[config.mk]
export PLATFORM = sky130hd
export DESIGN_NAME = fp_up_converter
export DESIGN_NICKNAME = d
export VERILOG_FILES = /design/src/rtl/fp_up_converter.sv
export SDC_FILE = /design/constraint.sdc
export NUM_CORES = 1
export LEC_CHECK = 0
export BUFFER_PORTS_ARGS = -buffer_cell sky130_fd_sc_hd__buf_4
export CAP_MARGIN = 20
export CORE_UTILIZATION = 34
export CTS_BUF_LIST = sky130_fd_sc_hd__clkbuf_8
export CTS_CLUSTER_SIZE = 40
export DETAILED_ROUTE_END_ITERATION = 10
export GPL_TIMING_DRIVEN = 0
export PLACE_DENSITY_LB_ADDON = 0.3
export SLEW_MARGIN = 10
export SYNTH_ARGS = -nofsm -noshare
export SYNTH_HDL_FRONTEND = slang
export SYNTH_SLANG_ARGS = --single-unit
[constraint.sdc]
create_clock -name clock -period 4.1 [get_ports clock]
set_input_delay 0.41 -clock clock [delete_from_list [all_inputs] [get_ports clock]]
set_output_delay 0.41 -clock clock [all_outputs]
set_load 0.02 [all_outputs]
[src/rtl/fp_up_converter.sv]
// binary32 -> binary64 widening converter (FCVT.D.S), two-stage valid/ready pipeline with flush.
// Optional NaN-box check on in[63:32] is enabled by defining FP_UPCVT_NANBOX_CHECK_EN.
module fp_up_converter #(
    parameter int LATENCY = 2
) (
    input  logic        clock,
    input  logic        reset_n,
    input  logic        io_flush,
    input  logic        io_in_valid,
    output logic        io_in_ready,
    input  logic [63:0] io_in,
    output logic        io_out_valid,
    input  logic        io_out_ready,
    output logic [63:0] io_result,
    output logic [4:0]  io_fflags
);

    typedef enum logic [2:0] {
        CLS_ZERO,
        CLS_SUB,
        CLS_NORM,
        CLS_INF,
        CLS_QNAN,
        CLS_SNAN,
        CLS_UNBOXED
    } cls_t;

    localparam logic [63:0] CANON_NAN = 64'h7FF8_0000_0000_0000;

    // Only the two-stage arrangement exists; the parameter is carried for interface compatibility.
    logic w_unused_latency;
    assign w_unused_latency = (LATENCY != 2);

    function automatic logic [4:0] f_lzc23(input logic [22:0] m);
        logic [4:0] n;
        logic       found;
        n     = 5'd0;
        found = 1'b0;
        for (int i = 22; i >= 0; i--) begin
            if (!found) begin
                if (m[i]) found = 1'b1;
                else      n = n + 5'd1;
            end
        end
        if (!found) n = 5'd0;
        return n;
    endfunction

    logic        w_in_sign;
    logic [7:0]  w_in_exp;
    logic [22:0] w_in_man;
    logic        w_in_unboxed;
    cls_t        w_in_cls;
    logic [4:0]  w_in_lz;

    assign w_in_sign = io_in[31];
    assign w_in_exp  = io_in[30:23];
    assign w_in_man  = io_in[22:0];
    assign w_in_lz   = f_lzc23(w_in_man);

`ifdef FP_UPCVT_NANBOX_CHECK_EN
    assign w_in_unboxed = (io_in[63:32] != 32'hFFFF_FFFF);
`else
    logic w_unused_box;
    assign w_unused_box = ^io_in[63:32];
    assign w_in_unboxed = 1'b0;
`endif

    always_comb begin
        w_in_cls = CLS_NORM;
        if (w_in_unboxed) begin
            w_in_cls = CLS_UNBOXED;
        end else if (w_in_exp == 8'hFF) begin
            if (w_in_man == 23'd0)  w_in_cls = CLS_INF;
            else if (w_in_man[22])  w_in_cls = CLS_QNAN;
            else                    w_in_cls = CLS_SNAN;
        end else if (w_in_exp == 8'h00) begin
            if (w_in_man == 23'd0)  w_in_cls = CLS_ZERO;
            else                    w_in_cls = CLS_SUB;
        end
    end

    // Handshake: S2 frees up when empty or drained; S1 can refill whenever it moves on.
    logic w_s2_adv;
    logic w_in_fire;

    logic        r_s1_valid;
    logic        r_s1_sign;
    cls_t        r_s1_cls;
    logic [7:0]  r_s1_exp;
    logic [22:0] r_s1_man;
    logic [4:0]  r_s1_lz;

    logic        r_s2_valid;
    logic [63:0] r_s2_result;
    logic [4:0]  r_s2_fflags;

    assign w_s2_adv    = !r_s2_valid || io_out_ready;
    assign io_in_ready = !r_s1_valid || w_s2_adv;
    assign w_in_fire   = io_in_valid && io_in_ready;

    always_ff @(posedge clock or negedge reset_n) begin
        if (!reset_n) begin
            r_s1_valid <= 1'b0;
        end else if (io_flush) begin
            r_s1_valid <= 1'b0;
        end else if (w_in_fire) begin
            r_s1_valid <= 1'b1;
        end else if (w_s2_adv) begin
            r_s1_valid <= 1'b0;
        end
    end

    always_ff @(posedge clock or negedge reset_n) begin
        if (!reset_n) begin
            r_s1_sign <= 1'b0;
            r_s1_cls  <= CLS_ZERO;
            r_s1_exp  <= 8'd0;
            r_s1_man  <= 23'd0;
            r_s1_lz   <= 5'd0;
        end else if (w_in_fire) begin
            r_s1_sign <= w_in_sign;
            r_s1_cls  <= w_in_cls;
            r_s1_exp  <= w_in_exp;
            r_s1_man  <= w_in_man;
            r_s1_lz   <= w_in_lz;
        end
    end

    // Subnormals: shift out the leading one so it becomes the implicit bit of the wider format.
    logic [10:0] w_norm_exp;
    logic [10:0] w_sub_exp;
    logic [23:0] w_sub_shift;
    logic [63:0] w_pack_result;
    logic [4:0]  w_pack_fflags;

    assign w_norm_exp  = {3'b000, r_s1_exp} + 11'd896;
    assign w_sub_exp   = 11'd896 - {6'b000000, r_s1_lz};
    assign w_sub_shift = {1'b0, r_s1_man} << (r_s1_lz + 5'd1);

    always_comb begin
        w_pack_result = CANON_NAN;
        w_pack_fflags = 5'b00000;
        case (r_s1_cls)
            CLS_ZERO: w_pack_result = {r_s1_sign, 63'd0};
            CLS_SUB:  w_pack_result = {r_s1_sign, w_sub_exp, w_sub_shift[22:0], 29'd0};
            CLS_NORM: w_pack_result = {r_s1_sign, w_norm_exp, r_s1_man, 29'd0};
            CLS_INF:  w_pack_result = {r_s1_sign, 11'h7FF, 52'd0};
            CLS_SNAN: begin
                w_pack_result = CANON_NAN;
                w_pack_fflags = 5'b10000;
            end
            default:  w_pack_result = CANON_NAN;
        endcase
    end

    always_ff @(posedge clock or negedge reset_n) begin
        if (!reset_n) begin
            r_s2_valid <= 1'b0;
        end else if (io_flush) begin
            r_s2_valid <= 1'b0;
        end else if (w_s2_adv) begin
            r_s2_valid <= r_s1_valid;
        end
    end

    always_ff @(posedge clock or negedge reset_n) begin
        if (!reset_n) begin
            r_s2_result <= 64'd0;
            r_s2_fflags <= 5'd0;
        end else if (w_s2_adv && r_s1_valid) begin
            r_s2_result <= w_pack_result;
            r_s2_fflags <= w_pack_fflags;
        end
    end

    assign io_out_valid = r_s2_valid;
    assign io_result    = r_s2_result;
    assign io_fflags    = r_s2_fflags;

endmodule

==> impl_metrics.env <==
export IMPL_wl_met2_mm=9.86
export IMPL_overflow=0
export IMPL_synth_edf_count=0
export IMPL_clock_latency_ps=370
export IMPL_critPathLaunchType="primary input"
export IMPL_final_cell_mix="buf_4 (149), nor2_1 (110), nand2_1 (77), dfrtp_1 (77), o21ai_0 (41)"
export IMPL_setup_ws_ps=-5730
export IMPL_postRouteAntennaNets=0
export IMPL_htreeDepth=3
export IMPL_ys_types=68
export IMPL_cp_arrival_ps=10100
export IMPL_rsz0062_at_grt="yes"
export IMPL_clock_sinks=77
export IMPL_cp_max_fo=8
export IMPL_crit_type="primary input to register"
export IMPL_power_density_mw_per_mm2=308
export IMPL_top_layer="met4"
export IMPL_synth_area_leaders="dfrtp_1 (28%), nor2_1 (6.4%), mux2_2 (5.9%), mux2i_1 (5.4%), nand2_1 (4.4%)"
export IMPL_netlist_area_mm2=0.00682
export IMPL_core_area_mm2=0.0196
export IMPL_die_h_um=144
export IMPL_setup_viol_count_final=4
export IMPL_fin_skew_ps=13.7
export IMPL_drc=0
export IMPL_io_pins=140
export IMPL_tightest_slew_ps=1090
export IMPL_ys_ff_latch=77
export IMPL_slew_headroom_pct=27.0
export IMPL_layout_commonest_cell="buf_4"
export IMPL_syn_to_final_growth_pct=27.5
export IMPL_die_width_um=144
export IMPL_peakVddDrop_mv=0.172
export IMPL_p_leak_uw=0.00376
export IMPL_syn_area_per_cell_um2=8.25
export IMPL_critPathCaptureType="register"
export IMPL_cts_tree="built"
export IMPL_final_util_pct=44.4
export IMPL_cp_required_ps=4360
export IMPL_drive_above_1_share_pct=27.0
export IMPL_maxCapViolations=0
export IMPL_fillers=1963
export IMPL_cts_buffers=9
export IMPL_drtIter0Drc=378
export IMPL_antenna_cells=0
export IMPL_grt_first_pass_wirelength_mm=32.5
export IMPL_finalHoldViolCount=0
export IMPL_final_min_clock_period_ps=9830
export IMPL_critPathTopFamily="compound AO/OA/AOI/OAI gates"
export IMPL_whs_ps=175
export IMPL_fmaxAchievable_mhz=102
export IMPL_path_common_cell="o21ai_1"
export IMPL_cts_root_buf="clkbuf_8"
export IMPL_cp_buffers_inverters=3
export IMPL_grt_max_degree=78
export IMPL_synth_ff_type="dfrtp_1"
export IMPL_critPathSlowestCell="or4_4"
export IMPL_antenna_found_initial=0
export IMPL_outcome="complete, but fails checks"
export IMPL_yosysTopAreaCellShare_pct=28.3
export IMPL_vias_per_cell=5.23
export IMPL_die_area_mm2=0.0206
export IMPL_synth_warnings=0
export IMPL_initial_core_util_pct=34.8
export IMPL_finalCritPeriodShare_pct=240
export IMPL_drv_slew=0
export IMPL_port_buffers=69
export IMPL_min_path_type="primary input to asynchronous set/reset pin"
export IMPL_cts_hold_buf=0
export IMPL_dpl_hpwl_mm=15.2
export IMPL_routed_wl_mm=20.2
export IMPL_netlist_instances=827
export IMPL_routed_via_count=6574
export IMPL_grt_pass1_vias=6406
export IMPL_violations="setup timing"
export IMPL_place_congestion=0.932
export IMPL_rows=51
export IMPL_dp_slack_ps=-6930
export IMPL_synth_largest_area_cell="dfrtp_1"
export IMPL_async_flop_share_pct=100
export IMPL_nets=1078
export IMPL_ys_seq_area_share_pct=28.3
export IMPL_p_total_uw=2680
export IMPL_drt_met1_wl_mm=9.09
export IMPL_clk_path_buf_depth=2
export IMPL_met3_length_um=648
export IMPL_dr_pass1_iters=5
export IMPL_wl_per_cell_um=16.1
export IMPL_grt_usage_pct=20.2
export IMPL_clkSlewWorstSetupHoldPaths_ps=80
export IMPL_cpPeakStageDelay_ps=610
per-layer routing:
layer | up-vias | global-route usage [%]
li1 | 3234 | -
met1 | 3137 | 25.5
met2 | 163 | 34.8
met3 | 40 | 1.77
met4 | 0 | 9.35
met5 | - | 0
synth_stat cells (all sizes together), types with 13 or more instances:
| cell | n |
|---|---|
| nor2b | 17 |
| nand2 | 82 |
| dfrtp | 77 |
| xor2 | 13 |
| a21oi | 41 |
| buf | 41 |
| ha | 21 |
| mux2i | 37 |
| nor3 | 17 |
| nand3 | 14 |
| o21ai | 52 |
| inv | 23 |
| xnor2 | 23 |
| nor2 | 116 |
| mux2 | 36 |
| nand2b | 14 |
| a221oi | 26 |
| clkbuf | 40 |
final cells by class:
type,count,area [um2],share of cell area [%]
multi-input combinational,678,4740,54.5
sequential,77,1930,22.2
timing repair buffer,120,926,10.7
buffer,79,445,5.12
tap,265,332,3.81
clock buffer,9,124,1.43
clock inverter,7,106,1.22
inverter,23,93.8,1.08
through the flow:
| step | TNS [ps] | instance area (um2) | std cells |
|---|---|---|---|
| final | -19600 | 8690 | 1258 |
| after global routing | -21750 | 8690 | 1258 |
| after CTS | -20380 | 8630 | 1258 |
| after detailed placement | -26800 | 7890 | 1194 |
| after global placement | -26370 | 7880 | 1193 |
| after floorplan | -18630 | 7030 | 859 |
power breakdown:
group          internal, uW  leakage [uW]  switching (uW)  total [uW]
logic                   460       0.00272             614        1070
clock network           353      0.000116             311         664
registers               859      0.000922            82.7         942
total                  1670       0.00376            1010        2680
worst paths after layout:
check | startpoint | endpoint | slack, ps | cells after the start
max in group asynchronous | reset_n | io_result[44] | 3250 | 1
min reg2reg | io_result[59] | io_result[59] | 470 | 2
min in group clock | io_flush | io_out_valid | 190 | 2
min | reset_n | io_result[31] | 180 | 1
max | io_in[21] | r_s1_lz[4] | -5730 | 57
max reg2reg | r_s1_lz[0] | io_result[51] | 290 | 14
cell families (layout without fill, tap and decap cells):
family                   after synthesis  count (layout)  share of synthesized area, %
AND/OR/NAND/NOR                      313             313                          22.2
AO/OA/AOI/OAI                        188             188                          18.0
buffers and inverters                104             238                          7.72
multiplexers                          77              77                          12.7
flip-flops                            77              77                          28.3
XOR/XNOR                              42              42                          6.62
adder cells (fa/ha/maj)               25              25                          4.46
other                                  1              33                        0.0550
flip-flops by register name, indices dropped and copies added (netlist names):
signal        count
io_fflags         1
io_out_valid      1
io_result        34
r_s1_cls          3
r_s1_exp          8
r_s1_lz           5
r_s1_man         23
r_s1_sign         1
r_s1_valid        1
timing repair:
item,CTS,global route
setup buffers,50,6
pin swaps,42,12
endpoints found under the hold margin,0,0
endpoints found under the setup margin,18,8
resized for setup,35,16
(Power assumes the default switching activity.)
